`config.mk`:
```
export PLATFORM = sky130hd
export DESIGN_NAME = alct_loopback_prbs_flat
export DESIGN_NICKNAME = d
export VERILOG_FILES = /design/src/rtl/alct_loopback_prbs_pkg.sv /design/src/rtl/alct_loopback_prbs_if.sv /design/src/rtl/alct_loopback_prbs_lfsr.sv /design/src/rtl/alct_loopback_prbs.sv /design/src/flat_wrapper.sv
export SDC_FILE = /design/constraint.sdc
export NUM_CORES = 1
export LEC_CHECK = 0
export CAP_MARGIN = 20
export CORE_ASPECT_RATIO = 0.7
export CORE_MARGIN = 3
export CORE_UTILIZATION = 50
export DETAILED_ROUTE_END_ITERATION = 8
export PLACE_DENSITY = 0.74
export SETUP_SLACK_MARGIN = 0.1
export SYNTH_ARGS = -nofsm -noshare
export SYNTH_HDL_FRONTEND = slang
export SYNTH_SLANG_ARGS = --single-unit
```
`constraint.sdc`:
```
create_clock -name i_clock -period 2.5 [get_ports i_clock]
set_input_delay 0.5 -clock i_clock [delete_from_list [all_inputs] [get_ports i_clock]]
set_output_delay 0.5 -clock i_clock [all_outputs]
set_load 0.05 [all_outputs]
```
`src/rtl/alct_loopback_prbs_pkg.sv`:
```
// Shared constants, PRBS seeds/taps and the link-test mode decode.
package alct_lb_pkg;

  localparam int unsigned LFSR_W = 28;
  localparam int unsigned TAP_A  = 28;
  localparam int unsigned TAP_B  = 25;
  localparam int unsigned CNT_W  = 16;

  localparam logic [LFSR_W-1:0] SEED1 = 28'h0000001;
  localparam logic [LFSR_W-1:0] SEED2 = 28'h8F3A5C1;

  typedef enum logic [2:0] {
    LB_IDLE,
    LB_TEO,
    LB_RLOOP,
    LB_SEG0,
    LB_SEG1,
    LB_SEG2,
    LB_PRBS
  } lb_mode_e;

  // teo wins over rloop, which wins over the address-selected modes
  function automatic lb_mode_e decode_mode(input logic [3:0] cmd);
    lb_mode_e m;
    m = LB_IDLE;
    if (cmd[2] | cmd[0]) begin
      if (cmd[2] & cmd[0])  m = LB_TEO;
      else if (cmd[2])      m = LB_RLOOP;
      else begin
        case ({cmd[3], cmd[1]})
          2'd0:    m = LB_SEG0;
          2'd1:    m = LB_SEG1;
          2'd2:    m = LB_SEG2;
          default: m = LB_PRBS;
        endcase
      end
    end
    return m;
  endfunction

endpackage

```
`src/rtl/alct_loopback_prbs_if.sv`:
```
// Sequencer command, RX test words and TX/status outputs of the link-test block.
interface alct_loopback_prbs_if #(
  parameter int unsigned TXW = 28,
  parameter int unsigned RXW = 10
);
  import alct_lb_pkg::*;

  logic [3:0]       seq_cmd;
  logic [RXW-1:0]   rx_1st;
  logic [RXW-1:0]   rx_2nd;
  logic [TXW-1:0]   tx_1st;
  logic [TXW-1:0]   tx_2nd;
  logic             sync_mode;
  logic [CNT_W-1:0] prbs_err_cnt;
  logic             prbs_locked;

  modport master (
    output seq_cmd, rx_1st, rx_2nd,
    input  tx_1st, tx_2nd, sync_mode, prbs_err_cnt, prbs_locked
  );

  modport slave (
    input  seq_cmd, rx_1st, rx_2nd,
    output tx_1st, tx_2nd, sync_mode, prbs_err_cnt, prbs_locked
  );

endinterface

```
`src/rtl/alct_loopback_prbs_lfsr.sv`:
```
// 28-bit Fibonacci LFSR, x^28+x^25+1, shifting toward the MSB.
module alct_prbs_lfsr
  import alct_lb_pkg::*;
#(
  parameter logic [LFSR_W-1:0] SEED = SEED1
) (
  input  logic              i_clock,
  input  logic              i_reset,
  input  logic              i_en,
  output logic [LFSR_W-1:0] o_state
);

  logic [LFSR_W-1:0] r_state;
  logic              w_fb;

  assign w_fb    = r_state[TAP_A-1] ^ r_state[TAP_B-1];
  assign o_state = r_state;

  always_ff @(posedge i_clock) begin
    if (i_reset)   r_state <= SEED;
    else if (i_en) r_state <= {r_state[LFSR_W-2:0], w_fb};
  end

endmodule

```
`src/rtl/alct_loopback_prbs.sv`:
```
// ALCT<->TMB link test: command decode, TX test-word mux, PRBS source and delayed-echo checker.
module alct_loopback_prbs
  import alct_lb_pkg::*;
#(
  parameter int unsigned TXW    = 28,
  parameter int unsigned RXW    = 10,
  parameter int unsigned LAT    = 4,
  parameter int unsigned LOCK_N = 64
) (
  input logic                 i_clock,
  input logic                 i_reset,
  alct_loopback_prbs_if.slave io_lb
);

  localparam int unsigned SEG2_W = TXW - 2 * RXW;
  localparam int unsigned FILL_W = $clog2(LAT + 1);
  localparam int unsigned RUN_W  = $clog2(LOCK_N + 1);
  localparam logic [TXW-1:0] TEO1 = TXW'({(TXW/2){2'b10}});
  localparam logic [TXW-1:0] TEO2 = TXW'({(TXW/2){2'b01}});

  lb_mode_e          w_mode;
  logic              w_prbs;
  logic              w_entry;
  logic              w_cmp_en;
  logic              w_miss;
  logic [LFSR_W-1:0] w_lfsr1;
  logic [LFSR_W-1:0] w_lfsr2;
  logic [TXW-1:0]    w_tx1_nxt;
  logic [TXW-1:0]    w_tx2_nxt;

  logic [TXW-1:0]    r_tx1;
  logic [TXW-1:0]    r_tx2;
  logic [RXW-1:0]    r_dl1 [LAT];
  logic [RXW-1:0]    r_dl2 [LAT];
  logic [FILL_W-1:0] r_fill;
  logic [RUN_W-1:0]  r_good;
  logic [CNT_W-1:0]  r_err;
  logic              r_locked;
  logic              r_prbs_q;

  assign w_mode  = decode_mode(io_lb.seq_cmd);
  assign w_prbs  = (w_mode == LB_PRBS);
  assign w_entry = w_prbs & ~r_prbs_q;

  alct_prbs_lfsr #(.SEED(SEED1)) u_lfsr1 (
    .i_clock (i_clock),
    .i_reset (i_reset),
    .i_en    (w_prbs),
    .o_state (w_lfsr1)
  );

  alct_prbs_lfsr #(.SEED(SEED2)) u_lfsr2 (
    .i_clock (i_clock),
    .i_reset (i_reset),
    .i_en    (w_prbs),
    .o_state (w_lfsr2)
  );

  // Next TX word for one half; unselected segments keep their value
  function automatic logic [TXW-1:0] tx_next(input lb_mode_e m, input logic [TXW-1:0] cur,
                                             input logic [RXW-1:0] rx, input logic [TXW-1:0] teo,
                                             input logic [TXW-1:0] prbs);
    logic [TXW-1:0] t;
    t = cur;
    case (m)
      LB_TEO:   t = teo;
      LB_RLOOP: t = {rx[SEG2_W-1:0], ~rx, rx};
      LB_SEG0:  t[RXW-1:0] = rx;
      LB_SEG1:  t[2*RXW-1:RXW] = rx;
      LB_SEG2:  t[TXW-1:2*RXW] = rx[SEG2_W-1:0];
      LB_PRBS:  t = prbs;
      default:  t = cur;
    endcase
    return t;
  endfunction

  assign w_tx1_nxt = tx_next(w_mode, r_tx1, io_lb.rx_1st, TEO1, TXW'(w_lfsr1));
  assign w_tx2_nxt = tx_next(w_mode, r_tx2, io_lb.rx_2nd, TEO2, TXW'(w_lfsr2));

  always_ff @(posedge i_clock) begin
    if (i_reset) begin
      r_tx1 <= '0;
      r_tx2 <= '0;
    end else begin
      r_tx1 <= w_tx1_nxt;
      r_tx2 <= w_tx2_nxt;
    end
  end

  // Delay line tracks what was on the wire; entry LAT-1 lines up with the current rx
  always_ff @(posedge i_clock) begin
    if (i_reset) begin
      for (int i = 0; i < LAT; i++) begin
        r_dl1[i] <= '0;
        r_dl2[i] <= '0;
      end
    end else begin
      r_dl1[0] <= r_tx1[RXW-1:0];
      r_dl2[0] <= r_tx2[RXW-1:0];
      for (int i = 1; i < LAT; i++) begin
        r_dl1[i] <= r_dl1[i-1];
        r_dl2[i] <= r_dl2[i-1];
      end
    end
  end

  assign w_cmp_en = w_prbs & (r_fill == FILL_W'(LAT));
  assign w_miss   = (io_lb.rx_1st != r_dl1[LAT-1]) | (io_lb.rx_2nd != r_dl2[LAT-1]);

  always_ff @(posedge i_clock) begin
    if (i_reset) begin
      r_prbs_q <= 1'b0;
      r_fill   <= '0;
      r_good   <= '0;
      r_err    <= '0;
      r_locked <= 1'b0;
    end else begin
      r_prbs_q <= w_prbs;
      if (!w_prbs) begin
        r_fill <= '0;
      end else if (w_entry) begin
        r_fill   <= '0;
        r_good   <= '0;
        r_err    <= '0;
        r_locked <= 1'b0;
      end else begin
        if (r_fill != FILL_W'(LAT)) r_fill <= r_fill + FILL_W'(1);
        if (w_cmp_en) begin
          if (w_miss) begin
            if (r_err != {CNT_W{1'b1}}) r_err <= r_err + CNT_W'(1);
            r_good   <= '0;
            r_locked <= 1'b0;
          end else begin
            if (r_good != RUN_W'(LOCK_N)) r_good <= r_good + RUN_W'(1);
            if (r_good >= RUN_W'(LOCK_N - 1)) r_locked <= 1'b1;
          end
        end
      end
    end
  end

  assign io_lb.tx_1st        = r_tx1;
  assign io_lb.tx_2nd        = r_tx2;
  assign io_lb.sync_mode     = io_lb.seq_cmd[2] | io_lb.seq_cmd[0];
  assign io_lb.prbs_err_cnt  = r_err;
  assign io_lb.prbs_locked   = r_locked;

endmodule

```
`src/flat_wrapper.sv`:
```
// flat-port wrapper written by rule: the top's interface ports become plain ports
module alct_loopback_prbs_flat import alct_lb_pkg::*;
#(
  parameter int unsigned TXW    = 28,
  parameter int unsigned RXW    = 10,
  parameter int unsigned LAT    = 4,
  parameter int unsigned LOCK_N = 64
)
  (i_clock, i_reset, io_lb_seq_cmd, io_lb_rx_1st, io_lb_rx_2nd, io_lb_tx_1st, io_lb_tx_2nd, io_lb_sync_mode, io_lb_prbs_err_cnt, io_lb_prbs_locked);
  alct_loopback_prbs_if #(.TXW(TXW), .RXW(RXW)) io_lb_i ();
  input logic i_clock;
  input logic i_reset;
  input wire logic [$bits(io_lb_i.seq_cmd)-1:0] io_lb_seq_cmd;
  input wire logic [$bits(io_lb_i.rx_1st)-1:0] io_lb_rx_1st;
  input wire logic [$bits(io_lb_i.rx_2nd)-1:0] io_lb_rx_2nd;
  output wire logic [$bits(io_lb_i.tx_1st)-1:0] io_lb_tx_1st;
  output wire logic [$bits(io_lb_i.tx_2nd)-1:0] io_lb_tx_2nd;
  output wire logic [$bits(io_lb_i.sync_mode)-1:0] io_lb_sync_mode;
  output wire logic [$bits(io_lb_i.prbs_err_cnt)-1:0] io_lb_prbs_err_cnt;
  output wire logic [$bits(io_lb_i.prbs_locked)-1:0] io_lb_prbs_locked;
  assign io_lb_i.seq_cmd = io_lb_seq_cmd;
  assign io_lb_i.rx_1st = io_lb_rx_1st;
  assign io_lb_i.rx_2nd = io_lb_rx_2nd;
  assign io_lb_tx_1st = io_lb_i.tx_1st;
  assign io_lb_tx_2nd = io_lb_i.tx_2nd;
  assign io_lb_sync_mode = io_lb_i.sync_mode;
  assign io_lb_prbs_err_cnt = io_lb_i.prbs_err_cnt;
  assign io_lb_prbs_locked = io_lb_i.prbs_locked;
  alct_loopback_prbs #(.TXW(TXW), .RXW(RXW), .LAT(LAT), .LOCK_N(LOCK_N)) u_core (.i_clock(i_clock), .i_reset(i_reset), .io_lb(io_lb_i));
endmodule
```
==> results.cfg <==
[critical_path]
critPathMaxFanout = 6
cpMostUsedCell = nand2b_2
slowest_delay_ns = 0.50
crit_chain = clkdlybuf4s50_1, inv_1, ha_4, nand2b_2, buf_4, or3_4, nand2b_2, nor2_1, a221o_1
crit_buf_inv = 3
crit_required_ns = 2.89
slowest_stage = clkdlybuf4s50_1
cp.arrival_ns = 2.73
critical_path_class = input port to register
crit_family = simple AND/OR/NAND/NOR gates
cp-end-kind = register
critPathLaunchType = input port

[yosys]
synth_area_mm2 = 0.00837
synth.area.top_cells = dfxtp_1, nand2_1, a21oi_1
netlist.area_leader.share_pct = 52.6
syn_nets = 960
synthArstFlopShare_pct = 0
syn_avg_cell_area_um2 = 9.01
yosys_most_used_dff = dfxtp_1
ys_ff_latch = 220
synth.distinct_cells = 66
synthCells = 928
ys_warn_count = 0
synth_edf_count = 0
synth_top_area_cell = dfxtp_1
seq_area_frac_synth_pct = 52.6

[route]
viasPerCell = 5.54
drt_wl_total_um = 23000
drt_first_pass_iters = 7
drt_iter0_markers = 976
drtAntennaViolNets = 0
wl_per_cell_um = 17.6
drc = 0
vias = 7253

[pwr]
switching_share_pct = 27.0
combPwrFrac_pct = 14.5
p_switching_mw = 2.09
pwr-share-clk_pct = 37.0
power_density_mw_per_mm2 = 714
power_mw = 7.74
leakage_nw = 4.19
worst_ir_drop_vdd_v = 0.000551
p_int_mw = 5.65
pwr-share-seq_pct = 48.5

[timing]
skew_ns = 0.00659
rsz0062_at_grt = no
worst_pin_slew_ns = 0.654
max_freq_mhz = 427
whs_ns = 0.354
setup_viol = 0
hold_viol = 0
post-route-period-util_pct = 93.7
slew_violations = 0
timing.slew.headroom_pct = 56.4
min_period_ns = 2.34

[grt]
grt_pass1_wl_um = 36200
grtUsageMet2_pct = 34.1
use_met1_pct = 38.9
antenna_found_initial = 0
grt_max_degree = 75
met3_usage_pct = 6.07
grt_busiest_layer = met1
grt_pass1_vias = 6586
grt_overflow_total = 0
track_usage_pct = 24.7

[clocking]
cts_max_path_buffers = 3
cts-buffers-inserted = 21
htree_levels = 1
clk_pin_slew_ns = 0.06
holdBufCountCts = 0
cts_root_buf = clkbuf_16
clock_latency_ns = 0.49
cts_sinks = 220
cts_tree = yes

[placed_design]
port_buffers = 99
dpl.hpwl_um = 16400
gp_congestion = 0.882

[finish]
multi_input_area_mm2 = 0.00360
drive_gt1_share_pct = 13.6
nNetsFinal = 1110
n_antenna_cell = 0
fillers = 1242
syn_to_final_growth_pct = 29.6
regArea_mm2 = 0.00440

[die]
fp.dieH_um = 114
die_w_um = 161
rows = 38
die_area_mm2 = 0.0183
core_mm2 = 0.0159
floorplan.io_pins = 100
start_util_pct = 52.5

[job]
drv_cap = 0

[status]
outcome = finished, final reports clean

[hold_path]
hold_class = input port to register
Yosys cell counts (all sizes together), types with 5 or more instances:
cell / instances
nand4: 11
nor3: 9
xnor2: 7
nand3: 17
inv: 47
a31oi: 12
clkbuf: 38
o211ai: 8
xor2: 16
dfxtp: 220
nand2: 173
mux2i: 13
a21oi: 93
nor2: 48
a311oi: 10
ha: 6
or2: 5
nor4: 8
nor2b: 64
a222oi: 8
o221ai: 5
and2: 5
a221oi: 19
buf: 21
a32oi: 12
nand2b: 6
routing by layer:
| layer | wire length (um) | vias up |
|---|---|---|
| met1 | 11100 | 3371 |
| met3 | 2490 | 30 |
| met4 | 332 | 0 |
| li1 | - | 3510 |
| met2 | 9090 | 342 |
| met5 | 0 | - |
flip-flops by register name (all words and copies together) (netlist names):
signal,flops
u_core.io_lb.prbs_err_cnt,16
u_core.io_lb.prbs_locked,1
u_core.io_lb.tx_1st,28
u_core.io_lb.tx_2nd,28
u_core.r_dl1,40
u_core.r_dl2,40
u_core.r_fill,3
u_core.r_good,7
u_core.r_prbs_q,1
u_core.u_lfsr1.o_state,28
u_core.u_lfsr2.o_state,28
layout by cell type (no fill, tap or decap), types with 6 or more instances in the layout:
cell type and instances:
dfxtp_1 220, nand2_1 173, clkdlybuf4s50_1 96, a21oi_1 91, buf_4 78, nor2b_1 64
inv_1 47, nor2_1 46, clkbuf_16 21, a221oi_1 18, nand3_1 17, xor2_1 16
mux2i_1 13, a31oi_1 12, a32oi_1 12, nand4_1 11, a311oi_1 10, buf_12 10
nor4_1 8, a222oi_1 8, xnor2_1 7, o211ai_1 7, clkbuf_1 6
final cells by class:
class | count | area share (%)
multi-input combinational | 602 | 33.2
timing repair buffer | 186 | 16.3
sequential | 220 | 40.6
inverter | 47 | 1.63
tap | 220 | 2.54
clock buffer | 28 | 5.18
clock inverter | 7 | 0.427
timing repair:
| action | CTS | global route |
|---|---|---|
| pin swaps | 1 | 4 |
| endpoints found under the setup margin | 27 | 57 |
| gates resized for setup | 5 | 8 |
| buffers inserted | 1 | 1 |
metrics by stage:
step	worst slack, ns	instances	util [%]	instance area [um^2]	TNS [ns]
after floorplan	0.112	928	-	8370	0
after global placement	-0.485	1273	63.6	10100	-42.78
after detailed placement	-0.491	1273	63.6	10100	-42.56
after CTS	0.0770	1309	67.7	10800	0
after global routing	0.0890	1310	68.0	10800	0
final	0.158	1310	68.0	10800	0
power groups by stage:
stage / logic (mW) / registers [mW] / clock network, mW
2_1_floorplan: 0.331 / 4.12 / 0
5_1_grt: 1.18 / 3.77 / 3.07
3_3_place_gp: 1.09 / 3.82 / 0
6_report: 1.12 / 3.76 / 2.86
3_5_place_dp: 1.10 / 3.83 / 0
4_1_cts: 1.11 / 3.75 / 2.91
final timing paths:
kind         cells past startpoint                                      start  slack, ns                                    endpoint
min                              2                                    i_reset       0.35               u_core.r_dl1[3][9]$_SDFF_PP0_
min reg2reg                      1              u_core.r_dl2[2][0]$_SDFF_PP0_       0.43               u_core.r_dl2[3][0]$_SDFF_PP0_
max reg2reg                      7  u_core.io_lb.prbs_err_cnt[1]$_SDFFE_PP0P_       0.36  u_core.io_lb.prbs_err_cnt[14]$_SDFFE_PP0P_
max                              9                           io_lb_seq_cmd[1]       0.16               u_core.r_good[6]$_SDFFE_PP0P_
cells by family after synthesis:
group	after synthesis	synth area share, %
AND/OR/NAND/NOR	362	20.9
flip-flops	220	52.6
AO/OA/AOI/OAI	198	16.5
buffers and inverters	106	5.17
XOR/XNOR	23	2.41
multiplexers	13	1.56
adder cells (fa/ha/maj)	6	0.897
(Power assumes the default switching activity.)
